==> src/rtl/uart_transmit_pkg.sv <==
// Shared UART definitions: frame constants, default oversampling and transmitter FSM encodings.
package uart_transmit_pkg;

    localparam int unsigned UART_DATA_BITS   = 8;
    localparam int unsigned UART_STOP_BITS   = 1;
    localparam int unsigned UART_OVS_DEFAULT = 16;

    typedef enum logic [3:0] {
        TX_IDLE  = 4'b0001,
        TX_START = 4'b0010,
        TX_DATA  = 4'b0100,
        TX_STOP  = 4'b1000
    } tx_state_e;

endpackage

==> src/rtl/uart_tx_fifo.sv <==
// First-word fall-through transmit FIFO with registered full/empty flags.
module uart_tx_fifo
    import uart_transmit_pkg::*;
#(
    parameter int unsigned FIFO_AW = 2
) (
    input  logic                      clk_sample,
    input  logic                      rst,
    input  logic                      push,
    input  logic [UART_DATA_BITS-1:0] wdata,
    input  logic                      pop,
    output logic [UART_DATA_BITS-1:0] rdata,
    output logic                      full,
    output logic                      empty
);

    localparam int unsigned DEPTH = 1 << FIFO_AW;
    localparam int unsigned CNT_W = FIFO_AW + 1;

    logic [UART_DATA_BITS-1:0] mem_q [DEPTH];
    logic [FIFO_AW-1:0]        wr_ptr_q, wr_ptr_d;
    logic [FIFO_AW-1:0]        rd_ptr_q, rd_ptr_d;
    logic [CNT_W-1:0]          count_q, count_d;
    logic                      full_q, empty_q;
    logic                      push_ok, pop_ok;

    // Flags gate the requests so a stray push/pop can never corrupt the pointers.
    always_comb begin
        push_ok  = push & ~full_q;
        pop_ok   = pop & ~empty_q;
        wr_ptr_d = wr_ptr_q;
        rd_ptr_d = rd_ptr_q;
        count_d  = count_q;
        if (push_ok) begin
            wr_ptr_d = wr_ptr_q + FIFO_AW'(1);
        end
        if (pop_ok) begin
            rd_ptr_d = rd_ptr_q + FIFO_AW'(1);
        end
        if (push_ok && !pop_ok) begin
            count_d = count_q + CNT_W'(1);
        end else if (!push_ok && pop_ok) begin
            count_d = count_q - CNT_W'(1);
        end
    end

    always_ff @(posedge clk_sample or posedge rst) begin
        if (rst) begin
            wr_ptr_q <= '0;
            rd_ptr_q <= '0;
            count_q  <= '0;
            full_q   <= 1'b0;
            empty_q  <= 1'b1;
        end else begin
            wr_ptr_q <= wr_ptr_d;
            rd_ptr_q <= rd_ptr_d;
            count_q  <= count_d;
            full_q   <= (count_d == CNT_W'(DEPTH));
            empty_q  <= (count_d == '0);
        end
    end

    // Storage needs no reset: the pointers define what is valid.
    always_ff @(posedge clk_sample) begin
        if (push_ok) begin
            mem_q[wr_ptr_q] <= wdata;
        end
    end

    assign rdata = mem_q[rd_ptr_q];
    assign full  = full_q;
    assign empty = empty_q;

endmodule

==> src/rtl/uart_transmit.sv <==
// 8N1 UART transmitter: host write strobe into a small FIFO, oversampled serialiser onto txd.
module uart_transmit
    import uart_transmit_pkg::*;
#(
    parameter int unsigned OVS     = UART_OVS_DEFAULT,
    parameter int unsigned FIFO_AW = 2
) (
    input  logic                      clk_sample,
    input  logic                      rst,
    input  logic [UART_DATA_BITS-1:0] din,
    input  logic                      wrn,
    output logic                      txd,
    output logic                      tx_busy,
    output logic                      tx_done,
    output logic                      full,
    output logic                      empty,
    output logic                      overflow
);

    localparam int unsigned          TICK_W    = (OVS > 1) ? $clog2(OVS) : 1;
    localparam logic [TICK_W-1:0]    TICK_LAST = TICK_W'(OVS - 1);
    localparam logic [2:0]           BIT_LAST  = 3'(UART_DATA_BITS - 1);

    tx_state_e                 state_q, state_d;
    logic [TICK_W-1:0]         tick_q, tick_d;
    logic [2:0]                bit_q, bit_d;
    logic [UART_DATA_BITS-1:0] shift_q, shift_d;
    logic                      txd_q, txd_d;
    logic                      busy_q, busy_d;
    logic                      done_q, done_d;
    logic                      overflow_q, overflow_d;

    logic                      fifo_push;
    logic                      fifo_pop;
    logic [UART_DATA_BITS-1:0] fifo_rdata;
    logic                      fifo_full;
    logic                      fifo_empty;
    logic                      tick_last;

    uart_tx_fifo #(
        .FIFO_AW (FIFO_AW)
    ) u_fifo (
        .clk_sample (clk_sample),
        .rst        (rst),
        .push       (fifo_push),
        .wdata      (din),
        .pop        (fifo_pop),
        .rdata      (fifo_rdata),
        .full       (fifo_full),
        .empty      (fifo_empty)
    );

    assign fifo_push = ~wrn & ~fifo_full;
    assign tick_last = (tick_q == TICK_LAST);

    // Next-state, datapath and output-register inputs.
    always_comb begin
        state_d    = state_q;
        tick_d     = tick_last ? '0 : tick_q + TICK_W'(1);
        bit_d      = bit_q;
        shift_d    = shift_q;
        fifo_pop   = 1'b0;
        overflow_d = overflow_q | (~wrn & fifo_full);
        txd_d      = 1'b1;
        busy_d     = (state_q != TX_IDLE);
        done_d     = (state_q == TX_STOP) && tick_last;

        case (state_q)
            TX_IDLE: begin
                tick_d = tick_q;
                if (!fifo_empty) begin
                    fifo_pop = 1'b1;
                    shift_d  = fifo_rdata;
                    tick_d   = '0;
                    bit_d    = '0;
                    state_d  = TX_START;
                end
            end
            TX_START: begin
                txd_d = 1'b0;
                if (tick_last) begin
                    state_d = TX_DATA;
                end
            end
            TX_DATA: begin
                txd_d = shift_q[0];
                if (tick_last) begin
                    shift_d = {1'b0, shift_q[UART_DATA_BITS-1:1]};
                    bit_d   = bit_q + 3'(1);
                    if (bit_q == BIT_LAST) begin
                        state_d = TX_STOP;
                    end
                end
            end
            TX_STOP: begin
                // Chain straight into the next start bit when more data is queued.
                if (tick_last) begin
                    if (!fifo_empty) begin
                        fifo_pop = 1'b1;
                        shift_d  = fifo_rdata;
                        tick_d   = '0;
                        bit_d    = '0;
                        state_d  = TX_START;
                    end else begin
                        state_d = TX_IDLE;
                    end
                end
            end
            default: begin
                state_d = TX_IDLE;
            end
        endcase
    end

    always_ff @(posedge clk_sample or posedge rst) begin
        if (rst) begin
            state_q    <= TX_IDLE;
            tick_q     <= '0;
            bit_q      <= '0;
            shift_q    <= '0;
            txd_q      <= 1'b1;
            busy_q     <= 1'b0;
            done_q     <= 1'b0;
            overflow_q <= 1'b0;
        end else begin
            state_q    <= state_d;
            tick_q     <= tick_d;
            bit_q      <= bit_d;
            shift_q    <= shift_d;
            txd_q      <= txd_d;
            busy_q     <= busy_d;
            done_q     <= done_d;
            overflow_q <= overflow_d;
        end
    end

    assign txd      = txd_q;
    assign tx_busy  = busy_q;
    assign tx_done  = done_q;
    assign full     = fifo_full;
    assign empty    = fifo_empty;
    assign overflow = overflow_q;

endmodule

==> config.mk <==
export PLATFORM = sky130hd
export DESIGN_NAME = uart_transmit
export DESIGN_NICKNAME = d
export VERILOG_FILES = /design/src/rtl/uart_transmit_pkg.sv /design/src/rtl/uart_tx_fifo.sv /design/src/rtl/uart_transmit.sv
export SDC_FILE = /design/constraint.sdc
export NUM_CORES = 1
export LEC_CHECK = 0
export ABC_CLOCK_PERIOD_IN_PS = 1960
export CORE_ASPECT_RATIO = 0.6
export CORE_MARGIN = 8
export CORE_UTILIZATION = 44
export CTS_CLUSTER_DIAMETER = 40
export DETAILED_ROUTE_END_ITERATION = 10
export HOLD_SLACK_MARGIN = 0.15
export PLACE_DENSITY_LB_ADDON = 0.15
export SKIP_LAST_GASP = 1
export SYNTH_ARGS = -nofsm -noshare
export SYNTH_HDL_FRONTEND = slang
export SYNTH_SLANG_ARGS = --single-unit
==> constraint.sdc <==
create_clock -name clk_sample -period 1.96 [get_ports clk_sample]
set_input_delay 0.294 -clock clk_sample [delete_from_list [all_inputs] [get_ports clk_sample]]
set_output_delay 0.294 -clock clk_sample [all_outputs]
set_load 0.02 [all_outputs]
# Yosys cells after proc, flatten, opt, wreduce, memory -nomap -nowiden

Memory sizes are Yosys's and may differ from the RTL's.
Cells that the tools add are included.

Register bits: 32
Bits in writable memories: 32
Input port bits: 11
Logic and storage cells: 78
Memories: 1

Memory list:

| name         | depth | width | rd ports | clocked after memory_dff | write ports | line               | source |
|---|---|---|---|---|---|---|---|
| u_fifo.mem_q | 4     | 8     | 1        | 0                        | 1           | uart_tx_fifo.sv:20 | `logic [UART_DATA_BITS-1:0] mem_q [DEPTH];` |

$add $sub $neg: 6
Equal/unequal tests: 13
Muxes and demuxes: 28
Bitwise gates (word level): 8
Reductions and logical operators: 9

Operators by type and width:

| kind                                                                     | count |
|---|---|
| 4-bit 2-to-1 mux                                                         | 9 |
| 8-bit 2-to-1 mux                                                         | 3 |
| 8-bit case mux with 3 select lines                                       | 1 |
| 4-bit case mux with 4 select lines                                       | 1 |
| 3-bit 2-to-1 mux                                                         | 5 |
| 2-bit inequality test (second input constant)                            | 5 |
| 3-bit case mux with 3 select lines                                       | 1 |
| 4-bit equality test (second input constant)                              | 2 |
| 4-bit case mux with 2 select lines                                       | 1 |
| 3-bit by 1-bit adder with 3-bit output (second input constant)           | 2 |
| 3-bit equality test (second input constant)                              | 2 |
| 5-bit AND reduction                                                      | 1 |
| 2-bit by 1-bit adder with 2-bit output (second input constant)           | 2 |
| 4-bit by 1-bit adder with 4-bit output (second input constant)           | 1 |
| 1-bit bitwise AND                                                        | 4 |
| 4-bit by 1-bit equality test with 1-bit output (second input constant)   | 1 |
| 4-bit by 2-bit equality test with 1-bit output (second input constant)   | 1 |
| 4-bit by 3-bit equality test with 1-bit output (second input constant)   | 1 |
| 1-bit 2-to-1 mux                                                         | 4 |
| 4-bit by 1-bit inequality test with 1-bit output (second input constant) | 1 |
| 1-bit case mux with 2 select lines                                       | 2 |
| 1-bit logical AND                                                        | 3 |
| 3-bit logical NOT                                                        | 1 |
| 1-bit NOT                                                                | 3 |
| other kinds (6)                                                          | 7 |

# Logic depth before layout (Yosys ltp)

Gate-level depths: netlist of the first run.

Depth in word-level cells: 8
Gate-level depth with buffers: 8
Gate-level depth less buffers: 7

# By module

Synthesis of the first run repeated with hierarchy kept, for this count alone.

Cells, all modules: 202
Area, all modules: 2,917.8 µm²

By module, submodules not included:

| module        | instances | cells each | area an instance (µm²) | seq. area each (µm²) |
|---|---|---|---|---|
| uart_tx_fifo  | 1         | 98         | 1,704.1                | 1,187.4 |
| uart_transmit | 1         | 104        | 1,213.7                | 578.1 |

# Least setup slack after synthesis of the first run

No wires, ideal clock.

Path type: register to register
Start point: register state_q[1]
End point: register u_fifo.empty_q, in the netlist u_fifo.empty
Library setup time: 0.067 ns
Data arrival time: 1.958 ns
Data required time: 1.893 ns
Setup slack: -0.065 ns
Cell stages (with the launch flop): 8
Period minus slack after synthesis: 2.025 ns
Cell sequence: dfrtp_1 buf_6 or4b_4 o22ai_4 mux2i_1 xnor2_2 inv_2 nor2_1

Longest elaborated chain between the ends: 7
Elaborated cells between the ends (all ways): 10
Those cells by class: eq/ne: 2; mux: 3; bitwise: 1; reduce/logical: 4

Ends and longest elaborated chain:

| item                                                                                  | line                                   | source |
|---|---|---|
| from (decl)                                                                           | uart_transmit.sv:24                    | `tx_state_e state_q, state_d;` |
| from (signal assigned)                                                                | uart_transmit.sv:126                   | `state_q <= state_d;` |
| 4-bit equality test or 4-bit by 1-bit equality test with 1-bit output (tied branches) | uart_transmit.sv:68                    | `case (state_q)` |
| 1-bit case mux with 2 select lines *                                                  | uart_transmit.sv:68                    |  |
| 1-bit bitwise AND *                                                                   | uart_tx_fifo.sv:30                     | `pop_ok = pop & ~empty_q;` |
| 1-bit logical AND or 1-bit logical NOT (tied branches)                                | uart_tx_fifo.sv:42, uart_tx_fifo.sv:40 |  |
| 3-bit 2-to-1 mux or 1-bit logical AND (tied branches)                                 | uart_tx_fifo.sv:42, uart_tx_fifo.sv:40 |  |
| 3-bit 2-to-1 mux *                                                                    | uart_tx_fifo.sv:40                     | `if (push_ok && !pop_ok) begin` |
| via u_fifo.count_d[2]                                                                 | uart_tx_fifo.sv:23                     | `logic [CNT_W-1:0] count_q, count_d;` |
| 3-bit logical NOT *                                                                   | uart_tx_fifo.sv:59                     | `empty_q <= (count_d == '0);` |
| to (signal assigned)                                                                  | uart_tx_fifo.sv:59                     |  |
| to (decl)                                                                             | uart_tx_fifo.sv:24                     | `logic full_q, empty_q;` |

Mark *: on every way through the listed nets, which the timed path passes. The rest lies on a longest branch.
A chain may end at the register's enable or synchronous reset.

# Worst setup path after layout of the first run

Start point: register state_q[3]
End point: register u_fifo.full_q, in the netlist u_fifo.full

Longest elaborated chain between the ends: 7
Elaborated cells between the ends (all ways): 10
Those cells by class: eq/ne: 3; mux: 3; bitwise: 1; reduce/logical: 3

Ends and longest elaborated chain:

| item                                                                                  | line                                   | source |
|---|---|---|
| 4-bit equality test or 4-bit by 1-bit equality test with 1-bit output (tied branches) | uart_transmit.sv:68                    |  |
| 1-bit case mux with 2 select lines *                                                  | uart_transmit.sv:68                    |  |
| 1-bit bitwise AND *                                                                   | uart_tx_fifo.sv:30                     |  |
| 1-bit logical AND or 1-bit logical NOT (tied branches)                                | uart_tx_fifo.sv:42, uart_tx_fifo.sv:40 |  |
| 3-bit 2-to-1 mux or 1-bit logical AND (tied branches)                                 | uart_tx_fifo.sv:42, uart_tx_fifo.sv:40 |  |
| 3-bit 2-to-1 mux *                                                                    | uart_tx_fifo.sv:40                     |  |
| 3-bit equality test *                                                                 | uart_tx_fifo.sv:58                     | `full_q <= (count_d == CNT_W'(DEPTH));` |
| to (signal assigned)                                                                  | uart_tx_fifo.sv:58                     |  |
| to (decl)                                                                             | uart_tx_fifo.sv:24                     |  |

Mark *: on every way between the ends. The rest lies on a longest branch, timed or not.

==> run summary, run 1 <==
Run status: finished clean
Final core utilization: 56.6%
Relative area change from synthesis to final layout: 23.7%
Number of different library cells in the post-synthesis netlist: 40
Via-per-instance ratio: 4.88
Number of antenna violations at the first check in global routing: 0
Worst Path Class, Setup: reg2reg
Largest voltage drop on the vdd net: 0.837 mV
Antenna-violating nets left: 0
Total die area: 9320 sq um
Sequential share of the synthesized area: 62.5%
CTS tree: done
Largest clock skew in the final design: 17.6 ps
Buf/Inv on CP: 1
Fraction of power consumed by sequential logic: 39.0%
Post-synth EDFFs: 32
Layout cells sized above 1: 24.2%
Fmax: 0.542 GHz
Yosys Warn Count: 0
Most frequent cell after synthesis: sky130_fd_sc_hd__edfxtp_1
Met2 track demand over resource: 15.4%
Proportion of total power due to net switching: 30.8%
Proportion of power drawn by the clock network: 28.3%
Critical Path End Type: register
PwrDens: 1520 nW/um^2
Number of buffers on the longest clock path: 2
Total number of H-tree levels: 3
Leftover overflow at the end of global routing: 0
Number of optimization iterations in the first detailed-route pass: 4
Leakage power: 1.38 nW
Maximum fanout along the worst path: 4
Max-cap violations: 0
CP required: 2230 ps
Weighted congestion at the end of routability-driven global placement: 0.839
Pin count of the biggest net entering global routing: 33
Classification of the worst-slack hold path: in2async
DRC violation count after routing: 0
Async SR Flop Fraction: 50.0%
Biggest area consumer among synthesized cells: sky130_fd_sc_hd__edfxtp_1
Number of synthesized register bits: 64
Die width: 119 microns
DR WL/cell: 14.7 microns
HPWL after DPL: 3.51 mm
Overall power consumption: 5.30 mW
Setup repair after global routing missed its margin: no
Synthesized net count: 232
Root buffer selected by CTS: sky130_fd_sc_hd__clkbuf_8
Vias in the first global route: 1,648
Num CTS Buffers: 9
Crit path DAT: 2110 ps
GRT met1 Usage: 16.6%
NetSw: 1.63 mW
Cell count after synthesis: 212
CTS sink count: 64
Min Clock Period, post-route: 1850 ps
Global-route wire length before repair: 8.40 mm
Startpoint of the worst setup timing path: state_q[3]
Initial core utilization: 45.8%
Total Wirelength: 5.01 mm
Share of total power in combinational logic: 32.7%
I/O pin total: 17
Tot GR Track Use: 11.6%
Worst setup SP type: register
R2R Path Start: state_q[3]
GRT met3 Usage: 5.50%
Clock latency on the worst-skew pair: 350 ps
Post-Synthesis Mean Instance Area: 13.3 sq um
CP cell instances: or4b_4, o22ai_4, buf_6, mux2i_2, mux2i_1, nor2_1
Worst hold margin: 341 ps
Final number of hold-violating endpoints: 0
Iter 0 DRT Violations: 82
Crit share post-route: 94.2%
Number of antenna repair diodes: 0
Cell Rows: 22
Placeable core area: 6170 sq um
Dominant delay contributor by cell family on the critical path: simple AND/OR/NAND/NOR gates
Final #Nets: 271
Worst slew margin: 70.5%
Vias after detailed routing: 1,659
Final Max Slew Viols: 0
Floorplan die height: 78.0 microns
Clock transition at the register clock pins on the worst setup and hold paths after CTS: 80 ps
Top cells by area, synth: sky130_fd_sc_hd__edfxtp_1 34%, sky130_fd_sc_hd__dfrtp_1 26%, sky130_fd_sc_hd__mux4_2 6.4%
Post-synth top area share: 34.0%
Final TNS setup: 0 ps
Buffers added on ports: 16
Delay of the slowest critical-path stage: 510 ps
Most common flop cell mapped by yosys: sky130_fd_sc_hd__edfxtp_1
Slowest cell on crit path: sky130_fd_sc_hd__or4b_4
Number of buffers inserted for hold repair after clock tree synthesis: 0
Setup-failing EPs final: 0
Transition time at the pin with the least slew margin: 443 ps
Internal portion of total power: 3.67 mW
Cell area after synthesis: 2820 sq um
Ranking of synthesized cells by instance count: 32 x sky130_fd_sc_hd__edfxtp_1, 29 x sky130_fd_sc_hd__dfrtp_1, 29 x sky130_fd_sc_hd__nand2_1
Most heavily used metal layer in global routing: met1
[kinds of logic after synthesis]
group | count (synthesis) | share of synthesized area (%)
multiplexers | 19 | 10.3
XOR/XNOR | 6 | 2.13
AO/OA/AOI/OAI | 33 | 7.14
AND/OR/NAND/NOR | 62 | 11.0
adder cells (fa/ha/maj) | 9 | 3.99
buffers and inverters | 19 | 2.93
flip-flops | 64 | 62.5
[per-stage QoR]
step | cells | worst slack (ps) | cell area [sq um]
2_1_floorplan | 212 | -7.00 | 2830
3_3_place_gp | 320 | 131 | 3180
3_5_place_dp | 320 | 54.5 | 3180
4_1_cts | 336 | 38.0 | 3450
5_1_grt | 340 | 3.42 | 3490
6_report | 340 | 114 | 3490
[final timing paths]
kind | to | depth (start not counted) | slack (ps)
min in group clk_sample | overflow | 1 | 460
worst min register to register | overflow | 1 | 460
worst max-delay path | u_fifo.full | 6 | 110
max in group asynchronous | state_q[0] | 3 | 1280
worst min-delay path | state_q[3] | 3 | 340
worst max register to register | u_fifo.full | 6 | 110
[registers in the layout, summed over array words and instances, names as in the netlist]
register         count
u_fifo.wr_ptr_q      2
overflow             1
u_fifo.full          1
u_fifo.empty         1
u_fifo.mem_q        32
bit_q                3
state_q              4
u_fifo.rd_ptr_q      2
u_fifo.count_q       3
tx_done              1
txd                  1
shift_q              8
tx_busy              1
tick_q               4
[repair_timing]
action                     CTS  global route
buffers inserted             0             4
setup endpoints to repair    0             2
gates resized for setup      0             5
[tightest hold or removal path, stage by stage]
cell                              delay (ps)
sky130_fd_sc_hd__clkdlybuf4s50_1         400
sky130_fd_sc_hd__inv_1                    50
sky130_fd_sc_hd__buf_4                   370
[area by class of cell]
cell class / instances / area, sq um
fillers: 510 / 2670
flip-flops and latches: 64 / 1770
multi-input cells: 129 / 993
repair buffers: 37 / 322
clock inverters: 7 / 144
clock buffers: 9 / 124
well taps: 84 / 105
inverters: 10 / 37.5
[power groups by stage]
stage               Clock [mW]  Sequential (mW)  Combinational [mW]
detailed placement           0             2.09                1.66
global route              1.59             2.11                1.95
finish                    1.50             2.07                1.73
floorplan                    0             2.03                1.19
CTS                       1.53             2.07                1.67
global placement             0             2.08                1.66
[placed cells by master (no fill, tap or decap), drive strengths merged, types with 3 or more instances in the layout]
cell type and n:
clkbuf 9, o21ai 20, nor3 4, mux4 8
dfrtp 29, mux2i 11, ha 9, a21oi 4
xnor2 5, inv 10, clkdlybuf4s50 16, nor2 11
buf 21, nand2 29, edfxtp 32, dfstp 3
a31oi 3, bufinv 4, and2 5
[routing by layer]
metal,part of all wire (%),vias up
li1,-,833
met1,54,791
met2,40,30
met3,5.6,5
met4,0.76,0
met5,0,-
No activity file was read; power rests on OpenSTA's default activity.
==> run 2, diff against run 1 <==
--- a/config.mk
+++ b/config.mk
@@ -13,6 +13,7 @@
 export DETAILED_ROUTE_END_ITERATION = 10
 export HOLD_SLACK_MARGIN = 0.15
 export PLACE_DENSITY_LB_ADDON = 0.15
+export RECOVER_POWER = 100
 export SKIP_LAST_GASP = 1
 export SYNTH_ARGS = -nofsm -noshare
 export SYNTH_HDL_FRONTEND = slang
==> run 2 against run 1 <==
Against the previous run: critical endpoint is now empty; setup slack worse by 31 ps; largest cell class unchanged; combinational power shrank 4%; routed wire length down 0.38%.
==> run summary, run 2 (synthesized netlist as in run 1, its figures left out) <==
Run status: finished clean
Layout cells sized above 1: 22.7% (-1.6 points)
Slowest cell on crit path: sky130_fd_sc_hd__dlygate4sd3_1
Placeable core area: 6170 sq um (unchanged)
Number of buffers on the longest clock path: 2 (unchanged)
Crit share post-route: 95.7% (+1.6 points)
Final #Nets: 271 (unchanged)
Worst Slack Setup Final: 83.6 ps (-30.6 ps)
Worst hold margin: 459 ps (+119 ps)
Relative area change from synthesis to final layout: 22.8%
Clock transition at the register clock pins on the worst setup and hold paths after CTS: 70 ps (about the same)
CP cell instances: dlygate4sd3_1
Layout Cell Area excl Fill: 3470 sq um (-0.75%)
Worst setup SP type: register
Commonest cells after routing, fill and taps aside: 32 x sky130_fd_sc_hd__edfxtp_1, 29 x sky130_fd_sc_hd__nand2_1, 28 x sky130_fd_sc_hd__dfrtp_1
Largest voltage drop on the vdd net: 0.827 mV (-1.2%)
Classification of the worst-slack hold path: reg2reg
Total Wirelength: 4.99 mm (-0.38%)
Total die area: 9320 sq um (unchanged)
Weighted congestion at the end of routability-driven global placement: 0.839 (unchanged)
Antenna-violating nets left: 0 (unchanged)
I/O pin total: 17 (unchanged)
Final TNS setup: 0 ps (unchanged)
Initial core utilization: 45.8% (unchanged)
Critical Path End Type: output port
Worst slack at placement: 54.5 ps (unchanged)
Worst-case reg-to-reg path depth: 6 (unchanged)
Min Clock Period, post-route: 1880 ps (+30.6 ps)
Placement Cell Area: 3180 sq um (unchanged)
Leftover overflow at the end of global routing: 0 (unchanged)
Maximum fanout along the worst path: 3 (-1)
Dominant delay contributor by cell family on the critical path: buffers and inverters
Count of cells along the worst hold path: 1
Worst Path Class, Setup: reg2out
Global-route wire length before repair: 8.40 mm (unchanged)
Final Max Slew Viols: 0 (unchanged)
Largest clock skew in the final design: 17.7 ps (+0.0995 ps)
Number of optimization iterations in the first detailed-route pass: 4 (unchanged)
Final number of hold-violating endpoints: 0 (unchanged)
Num CTS Buffers: 9 (unchanged)
Worst slew margin: 46.2% (-24 points)
CTS sink count: 64 (unchanged)
Final core utilization: 56.2% (-0.43 points)
Cell Rows: 22 (unchanged)
Vias in the first global route: 1,648 (unchanged)
Post-route insts no fill: 340 (unchanged)
Number of antenna violations at the first check in global routing: 0 (unchanged)
Die width: 119 microns (unchanged)
Regs by FF count: u_fifo.mem_q (32), shift_q (8)
Total number of H-tree levels: 3 (unchanged)
Buffers added on ports: 16 (unchanged)
FF-to-FF setup slack: 120 ps (about the same)
Number of antenna repair diodes: 0 (unchanged)
Clock latency on the worst-skew pair: 350 ps (about the same)
Delay of the slowest critical-path stage: 680 ps (+170 ps)
Depth of the critical timing path with buffers and inverters included: 1 (-5)
DRC violation count after routing: 0 (unchanged)
Transition time at the pin with the least slew margin: 807 ps (+363 ps)
Max FFs per register: 32 (unchanged)
Commonest non-fill, non-tap cell in the layout: sky130_fd_sc_hd__edfxtp_1
Vias after detailed routing: 1,672 (+0.78%)
Fmax: 0.533 GHz (-1.6%)
DR WL/cell: 14.7 microns (-0.38%)
Largest register by flop count: u_fifo.mem_q
HPWL after DPL: 3.51 mm (unchanged)
Crit path DAT: 1580 ps (-530 ps)
PwrDens: 1510 nW/um^2 (-0.51%)
Number of buffers inserted for hold repair after clock tree synthesis: 0 (unchanged)
Max-cap violations: 0 (unchanged)
Buf/Inv on CP: 1 (unchanged)
Setup-failing EPs final: 0 (unchanged)
Pin count of the biggest net entering global routing: 33 (unchanged)
Filler cell count: 515 (+0.98%)
Leakage power: 1.36 nW (-0.87%)
Tot GR Track Use: 11.6% (unchanged)
Root buffer selected by CTS: sky130_fd_sc_hd__clkbuf_8
CTS tree: done
Number of placed instances with taps included: 320 (unchanged)
Floorplan die height: 78.0 microns (unchanged)
Setup repair after global routing missed its margin: no
CP required: 1670 ps (-560 ps)
Iter 0 DRT Violations: 92 (+12%)
Via-per-instance ratio: 4.92 (+0.78%)
Overall power consumption: 5.23 mW (-1.3%)
[run 2: changes by cell type in the layout (fill, tap and decap cells not counted), moves of 3 or more]
cell / previous run / this run
sky130_fd_sc_hd__and2_0: 0 / 3
sky130_fd_sc_hd__and2_1: 5 / 2
sky130_fd_sc_hd__buf_4: 20 / 10
sky130_fd_sc_hd__clkbuf_1: 0 / 3
sky130_fd_sc_hd__clkbuf_2: 0 / 5
sky130_fd_sc_hd__clkdlybuf4s50_1: 16 / 0
sky130_fd_sc_hd__dlygate4sd3_1: 0 / 16
[run 2: layout make-up]
class | count | area (sq um) | share of cell area [%]
Tap cell | 84 | 105 | 3.03
Inverter | 10 | 37.5 | 1.08
Multi-Input combinational cell | 129 | 993 | 28.7
Sequential cell | 64 | 1770 | 51.0
Timing Repair Buffer | 37 | 295 | 8.52
Clock buffer | 9 | 124 | 3.57
Clock inverter | 7 | 144 | 4.15
[run 2: what timing repair did]
item                       in CTS  in global routing
setup endpoints to repair       0                  2
resized for setup               0                  5
buffers inserted                0                  4
[run 2: worst paths after layout]
path,startpoint,to
hold reg to reg,overflow,overflow
max in group asynchronous,rst,tick_q[0]
setup / recovery,u_fifo.empty,empty
hold / removal,overflow,overflow
min in group asynchronous,rst,state_q[3]
setup reg to reg,state_q[3],u_fifo.full
[run 2: metal layers]
metal  routed length [microns]  GRT usage [%]
met1                      2700           16.6
met3                       280           5.50
met5                         0              0
met2                      1970           15.4
met4                        38           2.60
[run 2: power by group]
part / leakage, nW / total [mW] / internal, mW / switching (mW)
Clock: 0.126 / 1.50 / 0.975 / 0.529
Combinational: 0.554 / 1.66 / 0.803 / 0.861
Sequential: 0.685 / 2.07 / 1.83 / 0.241
Total: 1.36 / 5.23 / 3.60 / 1.63
==> run 3, diff against run 2 <==
--- a/config.mk
+++ b/config.mk
@@ -5,8 +5,8 @@
 export SDC_FILE = /design/constraint.sdc
 export NUM_CORES = 1
 export LEC_CHECK = 0
-export ABC_CLOCK_PERIOD_IN_PS = 1960
-export CORE_ASPECT_RATIO = 0.6
+export ABC_CLOCK_PERIOD_IN_PS = 2300
+export CORE_ASPECT_RATIO = 0.5
 export CORE_MARGIN = 8
 export CORE_UTILIZATION = 44
 export CTS_CLUSTER_DIAMETER = 40
==> constraint.sdc (replaced) <==
create_clock -name clk_sample -period 2.3 [get_ports clk_sample]
set_input_delay 0.345 -clock clk_sample [delete_from_list [all_inputs] [get_ports clk_sample]]
set_output_delay 0.345 -clock clk_sample [all_outputs]
set_load 0.02 [all_outputs]
==> run 3 against run 2 <==
Against the previous run: sequential share of layout area up 0.88 points; routed wire length decreased by 5.5%; clock skew down 14 ps; largest cell class unchanged; power is 15% lower; register-to-register slack gained 97 ps; cell count decreased by 3.2%.
==> run summary, run 3 (synthesized netlist as in run 1, its figures left out) <==
Run status: finished clean
Largest voltage drop on the vdd net: 0.641 mV (-22%)
Filler cell count: 507 (-1.6%)
Post-cts gate resize count: 0 (unchanged)
Transition time at the pin with the least slew margin: 787 ps (-19.4 ps)
Maximum fanout along the worst path: 8 (+5)
Worst slew margin: 47.5% (+1.3 points)
Final number of hold-violating endpoints: 0 (unchanged)
Fmax: 0.480 GHz
Leakage power: 1.32 nW (-3.3%)
Root buffer selected by CTS: sky130_fd_sc_hd__clkbuf_16
Crit path DAT: 2350 ps (+770 ps)
Critical Path End Type: register
Max FFs per register: 32 (unchanged)
Post-route insts no fill: 329 (-3.2%)
Vias after detailed routing: 1,630 (-2.5%)
Total number of H-tree levels: 3 (unchanged)
Most heavily used metal layer in global routing: met2
Floorplan die height: 72.6 microns (-6.9%)
Number of antenna violations at the first check in global routing: 0 (unchanged)
Number of optimization iterations in the first detailed-route pass: 4 (unchanged)
Initial core utilization: 46.0% (+0.26 points)
Worst Path Class, Setup: reg2reg
Overall power consumption: 4.45 mW (-15%)
CTS sink count: 64 (unchanged)
GRT met3 Usage: 6.41% (+0.91 points)
CP required: 2570 ps (+900 ps)
Final Max Slew Viols: 0 (unchanged)
Number of buffers on the longest clock path: 2 (unchanged)
Max-cap violations: 0 (unchanged)
Tot GR Track Use: 11.5% (-0.086 points)
Layout cells sized above 1: 16.2% (-6.5 points)
Weighted congestion at the end of routability-driven global placement: 0.814 (-3.0%)
PwrDens: 1310 nW/um^2 (-13%)
CTS tree: done
Global-route wire length before repair: 7.90 mm (-6.0%)
Largest register by flop count: u_fifo.mem_q
Cell Rows: 20 (-9.1%)
Total die area: 9390 sq um (+0.77%)
Number of placed instances with taps included: 313 (-2.2%)
Placeable core area: 6130 sq um (-0.57%)
Leftover overflow at the end of global routing: 0 (unchanged)
HPWL after DPL: 3.17 mm (-9.9%)
Vias in the first global route: 1,594 (-3.3%)
Worst setup SP type: register
Largest clock skew in the final design: 3.77 ps (-13.9 ps)
Pin count of the biggest net entering global routing: 33 (unchanged)
I/O pin total: 17 (unchanged)
DRC violation count after routing: 0 (unchanged)
Iter 0 DRT Violations: 127 (+38%)
Commonest non-fill, non-tap cell in the layout: sky130_fd_sc_hd__edfxtp_1
Final TNS setup: 0 ps (unchanged)
Relative area change from synthesis to final layout: 20.6%
Num CTS Buffers: 9 (unchanged)
Total Wirelength: 4.71 mm (-5.5%)
Final #Nets: 256 (-5.5%)
Clock latency on the worst-skew pair: 330 ps (-20 ps)
Die width: 129 microns (+8.3%)
Min Clock Period, post-route: 2080 ps
Commonest cells after routing, fill and taps aside: 32 x sky130_fd_sc_hd__edfxtp_1, 29 x sky130_fd_sc_hd__nand2_1, 29 x sky130_fd_sc_hd__dfrtp_1
Regs by FF count: u_fifo.mem_q (32), shift_q (8)
Met2 track demand over resource: 15.9% (+0.53 points)
Setup-failing EPs final: 0 (unchanged)
Classification of the worst-slack hold path: reg2reg
DR WL/cell: 14.3 microns (-2.3%)
GRT met1 Usage: 14.2% (-2.4 points)
Number of buffers inserted for hold repair after clock tree synthesis: 0 (unchanged)
Number of buffers inserted by post-CTS setup repair: 0 (unchanged)
Clock transition at the register clock pins on the worst setup and hold paths after CTS: 50 ps (-20 ps)
Setup repair after global routing missed its margin: no
Buffers added on ports: 16 (unchanged)
Number of antenna repair diodes: 0 (unchanged)
Via-per-instance ratio: 4.95 (+0.75%)
Crit share post-route: 90.6%
Antenna-violating nets left: 0 (unchanged)
[run 3: layout make-up]
class | instances | area, sq um | area share (%)
Timing Repair Buffer | 22 | 199 | 5.84
Inverter | 10 | 37.5 | 1.10
Clock buffer | 9 | 225 | 6.62
Tap cell | 88 | 110 | 3.23
Sequential cell | 64 | 1770 | 51.9
Multi-Input combinational cell | 129 | 971 | 28.5
Clock inverter | 7 | 96.3 | 2.83
[run 3: metrics by stage]
| stage | utilization [%] | cell area (sq um) | hold slack (ps) | setup slack, ps |
|---|---|---|---|---|
| global placement | 50.4 | 3090 | 441 | 296 |
| finish | 55.5 | 3400 | 448 | 217 |
| detailed placement | 50.4 | 3090 | 447 | 225 |
| global route | 55.5 | 3400 | 469 | 64.7 |
| floorplan | - | 2820 | 444 | 275 |
| CTS | 55.7 | 3410 | 420 | 212 |
[run 3: worst paths after layout]
kind | to | slack [ps] | cells after the start | from
setup reg to reg | u_fifo.empty | 220 | 6 | state_q[2]
min in group asynchronous | tick_q[2] | 680 | 3 | rst
max in group asynchronous | shift_q[4] | 1120 | 3 | rst
hold / removal | overflow | 450 | 1 | overflow
setup / recovery | u_fifo.empty | 220 | 6 | state_q[2]
hold reg to reg | overflow | 450 | 1 | overflow
[run 3: critical path, cell delays in order, from the launching register on]
cell and delay [ps]:
sky130_fd_sc_hd__dfrtp_1 470, sky130_fd_sc_hd__or4b_1 590, sky130_fd_sc_hd__o22ai_4 340, sky130_fd_sc_hd__mux2i_1 320, sky130_fd_sc_hd__xnor2_2 150, sky130_fd_sc_hd__inv_2 50
sky130_fd_sc_hd__nor2_1 90
[run 3: report_power, final]
part           switching (mW)  internal (mW)  total [mW]
Combinational           0.616          0.581        1.20
Clock                   0.490          0.946        1.44
Sequential              0.263           1.56        1.82
Total                    1.37           3.08        4.45
[run 3: per-layer routing]
metal	vias to the layer above	part of all wire, %
met5	-	0
met4	0	1.3
met3	4	5.6
met2	27	43
met1	791	50
li1	808	-
